[config.mk]
export PLATFORM = sky130hd
export DESIGN_NAME = spike_event_encoder
export DESIGN_NICKNAME = d
export VERILOG_FILES = /design/src/rtl/spike_event_encoder.sv
export SDC_FILE = /design/constraint.sdc
export NUM_CORES = 1
export LEC_CHECK = 0
export CORE_MARGIN = 3
export CORE_UTILIZATION = 40
export CTS_CLUSTER_DIAMETER = 150
export DETAILED_ROUTE_END_ITERATION = 16
export GPL_TIMING_DRIVEN = 0
export MAX_ROUTING_LAYER = met4
export PLACE_DENSITY = 0.63
export SLEW_MARGIN = 5
export SYNTH_ARGS = -nofsm -noshare
export SYNTH_HDL_FRONTEND = slang
export SYNTH_SLANG_ARGS = --single-unit
export TNS_END_PERCENT = 30
[constraint.sdc]
create_clock -name clock -period 6.16 [get_ports clock]
set_input_delay 1.848 -clock clock [delete_from_list [all_inputs] [get_ports clock]]
set_output_delay 1.848 -clock clock [all_outputs]
set_load 0.01 [all_outputs]
[src/rtl/spike_event_encoder.sv]
// spike_event_encoder: captures a neuron spike vector on spike_done and
// serialises its set bits, lowest index first, as address events with a
// programmable idle gap after each transfer. Counts spikes lost to overlap.
//
// Handshake: an event transfers on the rising clock edge where
// event_valid & event_ready are both 1; event_valid never falls and
// event_addr never changes until that transfer has happened.
module spike_event_encoder #(
  parameter int N_NEURONS  = 16,
  parameter int ADDR_W     = 4,
  parameter int GAP_CYCLES = 17
) (
  input  logic                 clock,
  input  logic                 reset_n,
  input  logic [N_NEURONS-1:0] spike,
  input  logic                 spike_done,
  input  logic                 event_ready,
  output logic                 event_valid,
  output logic [ADDR_W-1:0]    event_addr,
  output logic                 busy,
  output logic [7:0]           drop_cnt
);

  typedef enum logic [1:0] {
    ST_IDLE = 2'd0,
    ST_SEND = 2'd1,
    ST_GAP  = 2'd2
  } state_t;

  localparam int         CNT_W    = $clog2(N_NEURONS + 1);
  localparam logic [7:0] GAP_LOAD = (GAP_CYCLES > 0) ? 8'(GAP_CYCLES - 1) : 8'd0;

  state_t                state, state_nxt;
  logic [N_NEURONS-1:0]  pending, pending_nxt;
  logic [N_NEURONS-1:0]  cleared, overlap;
  logic [7:0]            gap_cnt, gap_nxt;
  logic [7:0]            drop_nxt;
  logic [8:0]            drop_sum;
  logic                  valid_nxt;
  logic [ADDR_W-1:0]     addr_nxt;
  logic                  transfer;

  // Fixed priority encoder: lowest set index wins.
  function automatic logic [ADDR_W-1:0] lowest_index(input logic [N_NEURONS-1:0] v);
    lowest_index = '0;
    for (int i = N_NEURONS - 1; i >= 0; i--) begin
      if (v[i]) lowest_index = ADDR_W'(i);
    end
  endfunction

  function automatic logic [CNT_W-1:0] popcount(input logic [N_NEURONS-1:0] v);
    popcount = '0;
    for (int i = 0; i < N_NEURONS; i++) begin
      popcount = popcount + CNT_W'(v[i]);
    end
  endfunction

  assign transfer = event_valid & event_ready;
  assign busy     = (|pending) | (state != ST_IDLE);

  // Pending mask update: clear the transferring bit first, then merge the new
  // capture, so a neuron re-spiking in its own transfer cycle is not a drop.
  always_comb begin
    cleared     = pending;
    overlap     = '0;
    pending_nxt = '0;
    if (transfer) cleared[event_addr] = 1'b0;
    pending_nxt = cleared;
    if (spike_done) begin
      pending_nxt = cleared | spike;
      overlap     = cleared & spike;
    end
    drop_sum = {1'b0, drop_cnt} + 9'(popcount(overlap));
    drop_nxt = drop_sum[8] ? 8'hFF : drop_sum[7:0];
  end

  // Next state and registered outputs of the event sequencer.
  always_comb begin
    state_nxt = state;
    valid_nxt = event_valid;
    addr_nxt  = event_addr;
    gap_nxt   = gap_cnt;
    case (state)
      ST_IDLE: begin
        valid_nxt = 1'b0;
        if (|pending_nxt) begin
          state_nxt = ST_SEND;
          valid_nxt = 1'b1;
          addr_nxt  = lowest_index(pending_nxt);
        end
      end
      ST_SEND: begin
        valid_nxt = 1'b1;
        if (transfer) begin
          if (GAP_CYCLES > 0) begin
            state_nxt = ST_GAP;
            valid_nxt = 1'b0;
            gap_nxt   = GAP_LOAD;
          end else if (|pending_nxt) begin
            addr_nxt = lowest_index(pending_nxt);
          end else begin
            state_nxt = ST_IDLE;
            valid_nxt = 1'b0;
          end
        end
      end
      ST_GAP: begin
        valid_nxt = 1'b0;
        if (gap_cnt == 8'd0) begin
          if (|pending_nxt) begin
            state_nxt = ST_SEND;
            valid_nxt = 1'b1;
            addr_nxt  = lowest_index(pending_nxt);
          end else begin
            state_nxt = ST_IDLE;
          end
        end else begin
          gap_nxt = gap_cnt - 8'd1;
        end
      end
      default: begin
        state_nxt = ST_IDLE;
        valid_nxt = 1'b0;
        addr_nxt  = '0;
        gap_nxt   = 8'd0;
      end
    endcase
  end

  // State, pending mask, gap counter and output registers.
  always_ff @(posedge clock or negedge reset_n) begin
    if (!reset_n) begin
      state       <= ST_IDLE;
      pending     <= '0;
      gap_cnt     <= 8'd0;
      event_valid <= 1'b0;
      event_addr  <= '0;
      drop_cnt    <= 8'd0;
    end else begin
      state       <= state_nxt;
      pending     <= pending_nxt;
      gap_cnt     <= gap_nxt;
      event_valid <= valid_nxt;
      event_addr  <= addr_nxt;
      drop_cnt    <= drop_nxt;
    end
  end

endmodule
==> results by group <==
Status
  • Status: complete, no violations

Routing
  • Via count: 2,735
  • Number of remaining DRC errors: 0
  • WL/cell: 17.7 µm
  • Antenna Nets Post-Route: 0
  • Post-Route WL: 8420 µm
  • Initial DRC count: 214
  • DR pass1 iterations: 7
  • Via density per instance: 5.73

Logic synthesis
  • Syn Inst Count: 330
  • FFs w/ async S/R, synth: 100%
  • EDFF count, synth: 0
  • Sequential share of the synthesized area: 32.9%
  • Synth top cells by count: dfrtp_1 (39), nand2_1 (37), o21ai_0 (31)
  • Synth warn: 0
  • Synth Cell Area: 2960 µm²
  • Synth area leaders: dfrtp_1 (33%), fa_1 (8.1%), ha_1 (5.9%), o21ai_0 (5.2%), nand2_1 (4.7%)
  • Synth top area share: 32.9%
  • Mean post-synth cell area: 8.98 µm²
  • Yosys cell types: 61
  • Post-synth top area cell: dfrtp_1
  • Most frequent cell after synthesis: dfrtp_1
  • Synth Flop Type: dfrtp_1
  • Seq cells post-synth: 39
  • Mapped Nets: 376

Floorplanning
  • Die ar.: 8480 µm²
  • Core Box Area: 6980 µm²
  • # rows: 30
  • Die Height: 92.1 µm
  • Initial Util: 42.4%
  • Ports: 34
  • Die width: 92.1 µm

CTS
  • Clk slew on worst S/H paths: 80 ps
  • H-Tree Depth: 2
  • TritonCTS clock tree: built
  • CTS max path bufs: 2
  • Hold Buf Count CTS: 0
  • Root buffer selected by CTS: clkbuf_8
  • CTS sink count: 39
  • CTS Buf Count: 5
  • Clock Latency Late Sink: 300 ps

Timing
  • Fin Hold WS: 489 ps
  • Finish-stage setup viols: 0
  • Final Hold Fails: 0
  • Max-slew violations: 0
  • Worst-Margin Slew: 571 ps
  • Share of the clock period used by the worst path: 99.0%
  • Slew headroom: 61.7%
  • Clk_skew: 10.0 ps
  • Minimum clock period: 6100 ps
  • RSZ-0062 raised after global routing: true
  • Max Freq: 164 MHz

Final layout
  • Layout cells sized above 1: 17.6%
  • Post-layout nets: 428
  • N_diodes: 0
  • Final instance area: 3700 µm²
  • Synthesis-to-finish area growth: 25.0%

Worst hold path
  • Hold depth: 1
  • Worst Hold Class: reg2reg
  • WHS Endpoint: gap_cnt[7]$_DFFE_PN0P_
  • Worst hold start: gap_cnt[7]$_DFFE_PN0P_

Pwr
  • PwrDens: 414 nW/µm²
  • Worst vdd ir: 352 µV
  • Power, Total: 1530 µW
  • Leakage: 0.00153 µW

Setup path
  • CP required: 6330 ps
  • CP Class: in2reg
  • CP max stage cell: fa_1
  • Crit start category: primary input
  • Largest stage delay on the critical path: 560 ps
  • Sequence of cells on the critical path: buf_8 -> nand4b_1 -> buf_6 -> buf_6 -> o2111ai_4 -> fa_1 -> inv_1 -> fa_1 -> inv_1 -> fa_1 -> inv_2 -> fa_1 -> inv_2 -> fa_2 -> inv_2 -> fa_2 -> a21o_1 -> a21oi_2 -> nor2b_1 -> or2_4 -> nand4_1 -> o21ai_1
  • R2r endpoint: drop_cnt[4]$_DFF_PN0_
  • Internal reg-to-reg setup slack: 1110 ps
  • Worst R2R Path Depth: 18
  • Crit path max fanout: 8
  • Setup crit end kind: register
  • Crit path DAT: 6270 ps
  • Worst reg2reg startpoint: event_addr[2]$_DFFE_PN0P_
  • Most numerous cell on the critical path: fa_1

Placement
  • Routability cong.: 0.894
  • HPWL Detailed: 6150 µm
  • IO Port Bufs: 33
  • Cell Area, Placed: 3460 µm²

GRT
  • Number of global-route vias before repair: 2,624
  • Gr ovfl total: 0
  • Antenna violations before repair: 0
  • Largest net degree at the start of global routing: 35
  • GRT Total Usage: 20.6%
  • First-pass GRT wire length: 13,300 µm

Flow run
  • Total of max-cap violations: 0
power by group:
part           total, µW  internal [µW]  switching (µW)
Combinational        953            443             510
Clock                174           75.5            98.3
Sequential           408            334            73.9
layer usage:
layer	global-route usage (%)	routed length, µm
met5	-	0
met4	8.42	225
met1	26.7	3750
met3	3.45	516
met2	32.1	3930
stage by stage:
| stage | instances | worst slack (ps) | util, % | TNS [ps] |
|---|---|---|---|---|
| after CTS | 473 | 3.74 | 52.2 | 0 |
| after global routing | 477 | -115 | 53.1 | -620 |
| after global placement | 459 | -1080 | 49.4 | -8180 |
| after floorplan | 330 | 36.6 | - | 0 |
| after detailed placement | 460 | -1120 | 49.6 | -8550 |
| final | 477 | 59.8 | 53.1 | 0 |
logic make-up (layout without fill, tap and decap cells):
| kind of cell | count (synthesis) | in the layout | share of synthesized area, % |
|---|---|---|---|
| compound gates | 98 | 98 | 22.4 |
| simple gates | 121 | 121 | 22.1 |
| flops | 39 | 39 | 32.9 |
| buf+inv | 38 | 89 | 5.41 |
| fa+ha+maj | 26 | 26 | 14.0 |
| xor+xnor | 1 | 1 | 0.296 |
| mux | 7 | 7 | 2.79 |
worst max-delay path by stage:
| stage | start | to | slack, ps |
|---|---|---|---|
| 2_1_floorplan | spike_done | drop_cnt[3]$_DFF_PN0_ | 40 |
| 3_3_place_gp | event_ready | drop_cnt[3]$_DFF_PN0_ | -1080 |
| 3_5_place_dp | event_ready | drop_cnt[4]$_DFF_PN0_ | -1120 |
| 4_1_cts | event_ready | drop_cnt[4]$_DFF_PN0_ | 4 |
| 5_1_grt | spike[0] | drop_cnt[4]$_DFF_PN0_ | -120 |
| 6_report | event_ready | drop_cnt[4]$_DFF_PN0_ | 60 |
cells in the final DEF, fill, tap and decap left out, types with 5 or more instances in the layout:
| cell | netlist | routed |
|---|---|---|
| nand2b_1 | 7 | 6 |
| clkdlybuf4s50_1 | 0 | 26 |
| dfrtp_1 | 39 | 39 |
| nor3_1 | 6 | 6 |
| nor2_1 | 26 | 24 |
| a21oi_1 | 22 | 20 |
| nand2_1 | 37 | 35 |
| a31oi_1 | 12 | 12 |
| fa_1 | 12 | 10 |
| buf_4 | 2 | 11 |
| clkbuf_8 | 0 | 5 |
| inv_1 | 30 | 27 |
| ha_1 | 14 | 14 |
| nand4_1 | 5 | 5 |
| o21ai_0 | 31 | 25 |
what timing repair did:
| item | CTS | global route |
|---|---|---|
| setup endpoints to repair | 8 | 8 |
| buffers inserted | 8 | 4 |
| pin swaps | 4 | 5 |
| resized for setup | 27 | 14 |
state kept, by name (all words and copies together) (netlist names):
| register | flops |
|---|---|
| drop_cnt | 8 |
| event_addr | 4 |
| event_valid | 1 |
| gap_cnt | 8 |
| pending | 16 |
| state | 2 |
layout make-up:
cell class | count | area (µm²)
sequential | 39 | 976
clock buffer | 5 | 68.8
timing repair buffer | 46 | 442
clock inverter | 1 | 7.51
buffer | 6 | 66.3
inverter | 31 | 116
multi-input combinational | 253 | 1910
fill | 656 | 3280
tap | 96 | 120
worst max-delay path: cells and delay by family:
family / cells / cell delay [ps]
adder cells (fa/ha/maj): 6 / 2560
buffers and inverters: 8 / 650
AND/OR/NAND/NOR: 4 / 630
AO/OA/AOI/OAI: 4 / 580
Power figures use the tool's default switching activity.
